`src/rtl/binning_nxn.sv`:
```
// Bins a 1-bit raster mask into 2^BIN_LOG2 square bins and emits one thresholded bit per bin.
// Define BINNING_COUNT_OUT_EN to also expose the registered per-bin popcount on count_out.
module binning_nxn #(
    parameter  int H_RES    = 1280,
    parameter  int V_RES    = 720,
    parameter  int H_BITS   = 11,
    parameter  int V_BITS   = 10,
    parameter  int BIN_LOG2 = 2,
    localparam int CW       = 2 * BIN_LOG2 + 1
) (
    input  logic                       clk_in,
    input  logic                       rst_n_in,
    input  logic [H_BITS-1:0]          hcount_in,
    input  logic [V_BITS-1:0]          vcount_in,
    input  logic                       pixel_valid_in,
    input  logic                       pixel_bit,
    input  logic [CW-1:0]              thresh_in,
    output logic                       valid_out,
    output logic [H_BITS-BIN_LOG2-1:0] hcount_out,
    output logic [V_BITS-BIN_LOG2-1:0] vcount_out,
`ifdef BINNING_COUNT_OUT_EN
    output logic [CW-1:0]              count_out,
`endif
    output logic                       binned_output
);

    localparam int NCOL = H_RES >> BIN_LOG2;
    localparam int CIW  = (NCOL > 1) ? $clog2(NCOL) : 1;
    localparam logic [BIN_LOG2-1:0] SUB_MAX = '1;
    localparam logic [H_BITS:0]     H_LIM   = (H_BITS + 1)'(H_RES);
    localparam logic [V_BITS:0]     V_LIM   = (V_BITS + 1)'(V_RES);

    generate
        if (BIN_LOG2 < 1 || BIN_LOG2 > 4) begin : g_bad_bin_log2
            $error("binning_nxn: BIN_LOG2 must be in 1..4");
        end
        if ((H_RES % (1 << BIN_LOG2)) != 0 || (V_RES % (1 << BIN_LOG2)) != 0) begin : g_bad_res
            $error("binning_nxn: H_RES and V_RES must be multiples of the bin edge");
        end
    endgenerate

    // One partial count per bin column; a bin row reuses the same entries.
    logic [CW-1:0] r_acc     [0:NCOL-1];
    // Set when a column's bin was started after reset, so stale counts never emit.
    logic          r_started [0:NCOL-1];

    logic [BIN_LOG2-1:0]        w_hl;
    logic [BIN_LOG2-1:0]        w_r;
    logic [H_BITS-BIN_LOG2-1:0] w_col;
    logic [CIW-1:0]             w_idx;
    logic                       w_accept;
    logic                       w_first;
    logic                       w_last;
    logic [CW-1:0]              w_bit_ext;
    logic [CW-1:0]              w_total;

    assign w_hl      = hcount_in[BIN_LOG2-1:0];
    assign w_r       = vcount_in[BIN_LOG2-1:0];
    assign w_col     = hcount_in[H_BITS-1:BIN_LOG2];
    assign w_idx     = w_col[CIW-1:0];
    assign w_accept  = pixel_valid_in && ({1'b0, hcount_in} < H_LIM) && ({1'b0, vcount_in} < V_LIM);
    assign w_first   = (w_r == '0) && (w_hl == '0);
    assign w_last    = (w_r == SUB_MAX) && (w_hl == SUB_MAX);
    assign w_bit_ext = {{(CW-1){1'b0}}, pixel_bit};
    assign w_total   = r_acc[w_idx] + w_bit_ext;

    always_ff @(posedge clk_in) begin
        if (w_accept && !w_last) begin
            r_acc[w_idx] <= w_first ? w_bit_ext : w_total;
        end
    end

    always_ff @(posedge clk_in) begin
        if (!rst_n_in) begin
            valid_out     <= 1'b0;
            binned_output <= 1'b0;
            hcount_out    <= '0;
            vcount_out    <= '0;
`ifdef BINNING_COUNT_OUT_EN
            count_out     <= '0;
`endif
            for (int i = 0; i < NCOL; i++) begin
                r_started[i] <= 1'b0;
            end
        end else begin
            valid_out <= 1'b0;
            if (w_accept && w_first) begin
                r_started[w_idx] <= 1'b1;
            end
            if (w_accept && w_last && r_started[w_idx]) begin
                valid_out     <= 1'b1;
                hcount_out    <= w_col;
                vcount_out    <= vcount_in[V_BITS-1:BIN_LOG2];
                binned_output <= (w_total >= thresh_in);
`ifdef BINNING_COUNT_OUT_EN
                count_out     <= w_total;
`endif
            end
        end
    end

endmodule

```
`config.mk`:
```
export PLATFORM = sky130hd
export DESIGN_NAME = binning_nxn
export DESIGN_NICKNAME = d
export VERILOG_FILES = /design/src/rtl/binning_nxn.sv
export SDC_FILE = /design/constraint.sdc
export NUM_CORES = 2
export LEC_CHECK = 0
export ABC_AREA = 1
export BUFFER_PORTS_ARGS = -buffer_cell sky130_fd_sc_hd__buf_2
export CAP_MARGIN = 20
export CORE_ASPECT_RATIO = 0.75
export CORE_MARGIN = 10
export CORE_UTILIZATION = 40
export CTS_CLUSTER_SIZE = 16
export DETAILED_ROUTE_END_ITERATION = 10
export RECOVER_POWER = 50
export SYNTH_ARGS = -nofsm -noshare
export SYNTH_HDL_FRONTEND = slang
export SYNTH_SLANG_ARGS = --single-unit
```
`constraint.sdc`:
```
create_clock -name clk_in -period 21.9 [get_ports clk_in]
set_input_delay 3.285 -clock clk_in [delete_from_list [all_inputs] [get_ports clk_in]]
set_output_delay 3.285 -clock clk_in [all_outputs]
set_load 0.01 [all_outputs]
```
==> key figures <==
Outcome
  • Status: complete, but fails checks
  • Failing checks: max-capacitance violations, max-slew violations

Timing
  • Fin. Hold Viols: 0
  • Slew Limit Headroom: -438%
  • Clock skew: 0.0502 ns
  • Fin crit share: 75.1%
  • Unrepaired setup endpoints after global routing: no
  • Slew Viols, Final: 1,205
  • Tmin final: 16.44 ns
  • # setup viols final: 0
  • Fmax: 60.8 MHz
  • Final setup TNS: 0 ns
  • Slew @ Worst Pin: 8.06 ns

CTS
  • Clock Tree Root: clkbuf_16
  • CTS resizes: 0
  • Htree depth: 4
  • CTS Hold Bufs: 0
  • Worst skew pair latency: 0.86 ns
  • CTS tree: done
  • # Post-CTS Setup Buffers: 0
  • Total CTS buffers: 200
  • Clock Sinks: 2,131
  • CTS clock-pin slew for the worst setup and hold paths: 0.06 ns
  • Clock tree buffer depth: 4

Critical path
  • Buf/Inv on CP: 7
  • FF-to-FF path depth: 17
  • Crit-path max FO: 131
  • Critical Path RT: 22.22 ns
  • Worst path slowest cell: clkbuf_1
  • Startpoint types: primary input
  • WP data arrival: 16.76 ns
  • Critical Path Max Stage Delay: 2.22 ns
  • Reg2reg setup slack: 16.73 ns
  • Crit path max-delay family: buffers and inverters
  • WS Path Type: in2reg
  • Worst path cell trace: buf_8 > clkbuf_1 > clkinv_8 > nand2_1 > clkbuf_1 > clkbuf_1 > nor2_1 > inv_1 > clkbuf_1 > nor3_1
  • Most frequent cell on the critical path: clkbuf_1
  • Reg2Reg Capture Point: r_acc[190][4]
  • Reg2reg start: r_acc[88][0]
  • Critical path startpoint: hcount_in[2]
  • CP endpoint kind: flop

Die
  • Starting Density: 40.3%
  • IO Count: 49
  • Die H: 420 microns
  • Die Area: 0.232 sq mm
  • Die W: 553 microns
  • Core area: 0.212 sq mm
  • Rows: 146

Synthesis
  • Biggest area consumer among synthesized cells: edfxtp_1
  • Cells after Synth: 8,143
  • Yosys warnings: 0
  • Yosys top cell area share: 56.3%
  • Post-synth cell types: 40
  • Synth top area cells: edfxtp_1 56%, nand2_1 13%, dfxtp_1 12%
  • Seq/Total Area, Yosys: 68.7%
  • Syn Nets: 8,180
  • Register bit total from synthesis: 2,131
  • Post-synthesis cell area: 0.0854 sq mm
  • Synth Area per Inst: 10.5 sq um

Global routing
  • Vias in the first global route: 56,400
  • Global Route Usage Sum: 22.0%
  • Total gr overflow: 0
  • Antenna violations before repair: 18
  • Most Crowded Layer GR: met1
  • Met3 usage: 5.78%
  • Met1 Use GR: 32.7%
  • Pin count of the biggest net entering global routing: 205
  • First-pass GRT wire length: 388,000 microns
  • Met2 usage: 31.6%

Final layout
  • Share of cells above drive strength 1: 5.67%
  • Final non-filler cell area: 0.0936 sq mm
  • Final nets: 7,828
  • Finished Core Util: 44.2%
  • Layout area overhead: 9.60%

Detailed routing
  • Iter 0 DRT Violations: 8,535
  • DRC Markers: 0
  • Post-DRT Antenna Nets: 0
  • WL final: 268,000 microns
  • 1st-pass router iterations: 6
  • WL/cell: 24.8 microns
  • Vias per inst: 5.63
  • Vias post-DR: 60,700

Pwr
  • Pwr per Cell Area: 92.5 mW/mm^2
  • Maximum resistive drop on vdd: 0.0795 mV
  • Leakage power: 33.0 nW

Placement
  • Number of I/O port buffers: 48
  • Post-DP Area: 0.0871 sq mm
  • Hpwl dp: 148,000 microns
  • Gpl congestion: 0.870

Job
  • Max-Cap Viols: 28

Worst hold path
  • Hold Startpoint: r_started[394]
  • Hold Path Class: reg2reg
  • Worst Hold Depth: 0
  • WHS Endpoint: r_started[394]
==> report_power, final <==
part / total [mW] / leakage, nW / switching [mW] / internal (mW)
logic: 0.627 / 11.1 / 0.532 / 0.0945
registers: 4.49 / 18.7 / 0.000319 / 4.49
clock network: 3.53 / 3.19 / 1.54 / 2.00
==> registers in the layout (all words and copies together) (netlist names) <==
| name | cells |
|---|---|
| r_acc | 1600 |
| r_started | 512 |
| hcount_out | 9 |
| vcount_out | 8 |
| binned_output | 1 |
| valid_out | 1 |
==> through the flow <==
step	std cells	hold WS, ns	setup WS (ns)	power, mW
floorplan	8143	0.406	1.47	5.00
CTS	10800	0.351	11.18	8.65
global placement	10400	0.339	10.37	5.18
detailed placement	10400	0.340	10.33	5.19
finish	10800	0.349	5.46	8.65
global route	10800	0.357	5.40	8.86
==> worst register-to-register path: cells and delay by family (launching register included) <==
family / cells / cell delay [ns]
compound gates: 2 / 0.59
simple gates: 10 / 1.68
buf+inv: 3 / 1.65
fa+ha+maj: 2 / 0.44
flops: 1 / 0.37
==> cell usage after synthesis (all sizes together) <==
library cell,n
inv,195
o41ai,2
o32ai,84
edfxtp,1600
or2,8
clkbuf,466
nor4,7
ha,7
o22ai,64
nand3,96
nor3,255
xor2,1
a31oi,1
o21bai,1
nor2,743
nand4,118
o31ai,174
nand2,2861
a21o,1
a22oi,233
o21ai,277
dfxtp,531
clkinv,4
buf,269
a21oi,145
==> layer usage <==
metal	up-vias	share of wire, %	wire, microns
met3	517	13	33800
met1	29500	43	115000
met2	3656	41	111000
met5	-	0.017	46
met4	6	3.0	7990
li1	27000	-	-
==> layout by cell type, fill, tap and decap left out, types with 118 or more instances in the layout <==
cell type / count
nor2_1: 726
clkbuf_16: 206
nor3_1: 254
inv_1: 178
nand4_1: 118
o31ai_1: 174
o21ai_0: 212
a21oi_1: 145
a22oi_1: 233
dfxtp_1: 531
edfxtp_1: 1600
nand2_1: 2859
==> kinds of logic (layout without fill, tap and decap cells) <==
group	count (synthesis)	in the layout	synth area share (%)
AOI/OAI and AO/OA	982	982	7.43
xor gates and xnor gates	1	1	0.0103
adders and majority gates	7	7	0.103
buffers and inverters	934	745	4.76
DFF	2131	2131	68.7
other	0	7	0
and+or+nand+nor	4088	4088	19.0
==> area by class of cell <==
cell class / instances / area (sq um)
Inverter: 199 / 783
Antenna cell: 7 / 17.5
Fill cell: 19600 / 118000
Timing Repair Buffer: 181 / 1370
Sequential cell: 2131 / 58700
Clock inverter: 80 / 888
Tap cell: 2812 / 3520
Multi-Input combinational cell: 5078 / 22700
Clock buffer: 285 / 5610
==> how the worst max path moves through the flow <==
| stage | endpoint | slack (ns) | cells past startpoint |
|---|---|---|---|
| 2_1_floorplan | r_acc[0][0] | 1.47 | 19 |
| 3_3_place_gp | r_acc[72][2] | 10.37 | 23 |
| 3_5_place_dp | r_acc[76][2] | 10.33 | 23 |
| 4_1_cts | r_acc[78][2] | 11.18 | 23 |
| 5_1_grt | r_acc[274][2] | 5.40 | 10 |
| 6_report | r_acc[274][2] | 5.46 | 10 |
Power figures use the tool's default switching activity.
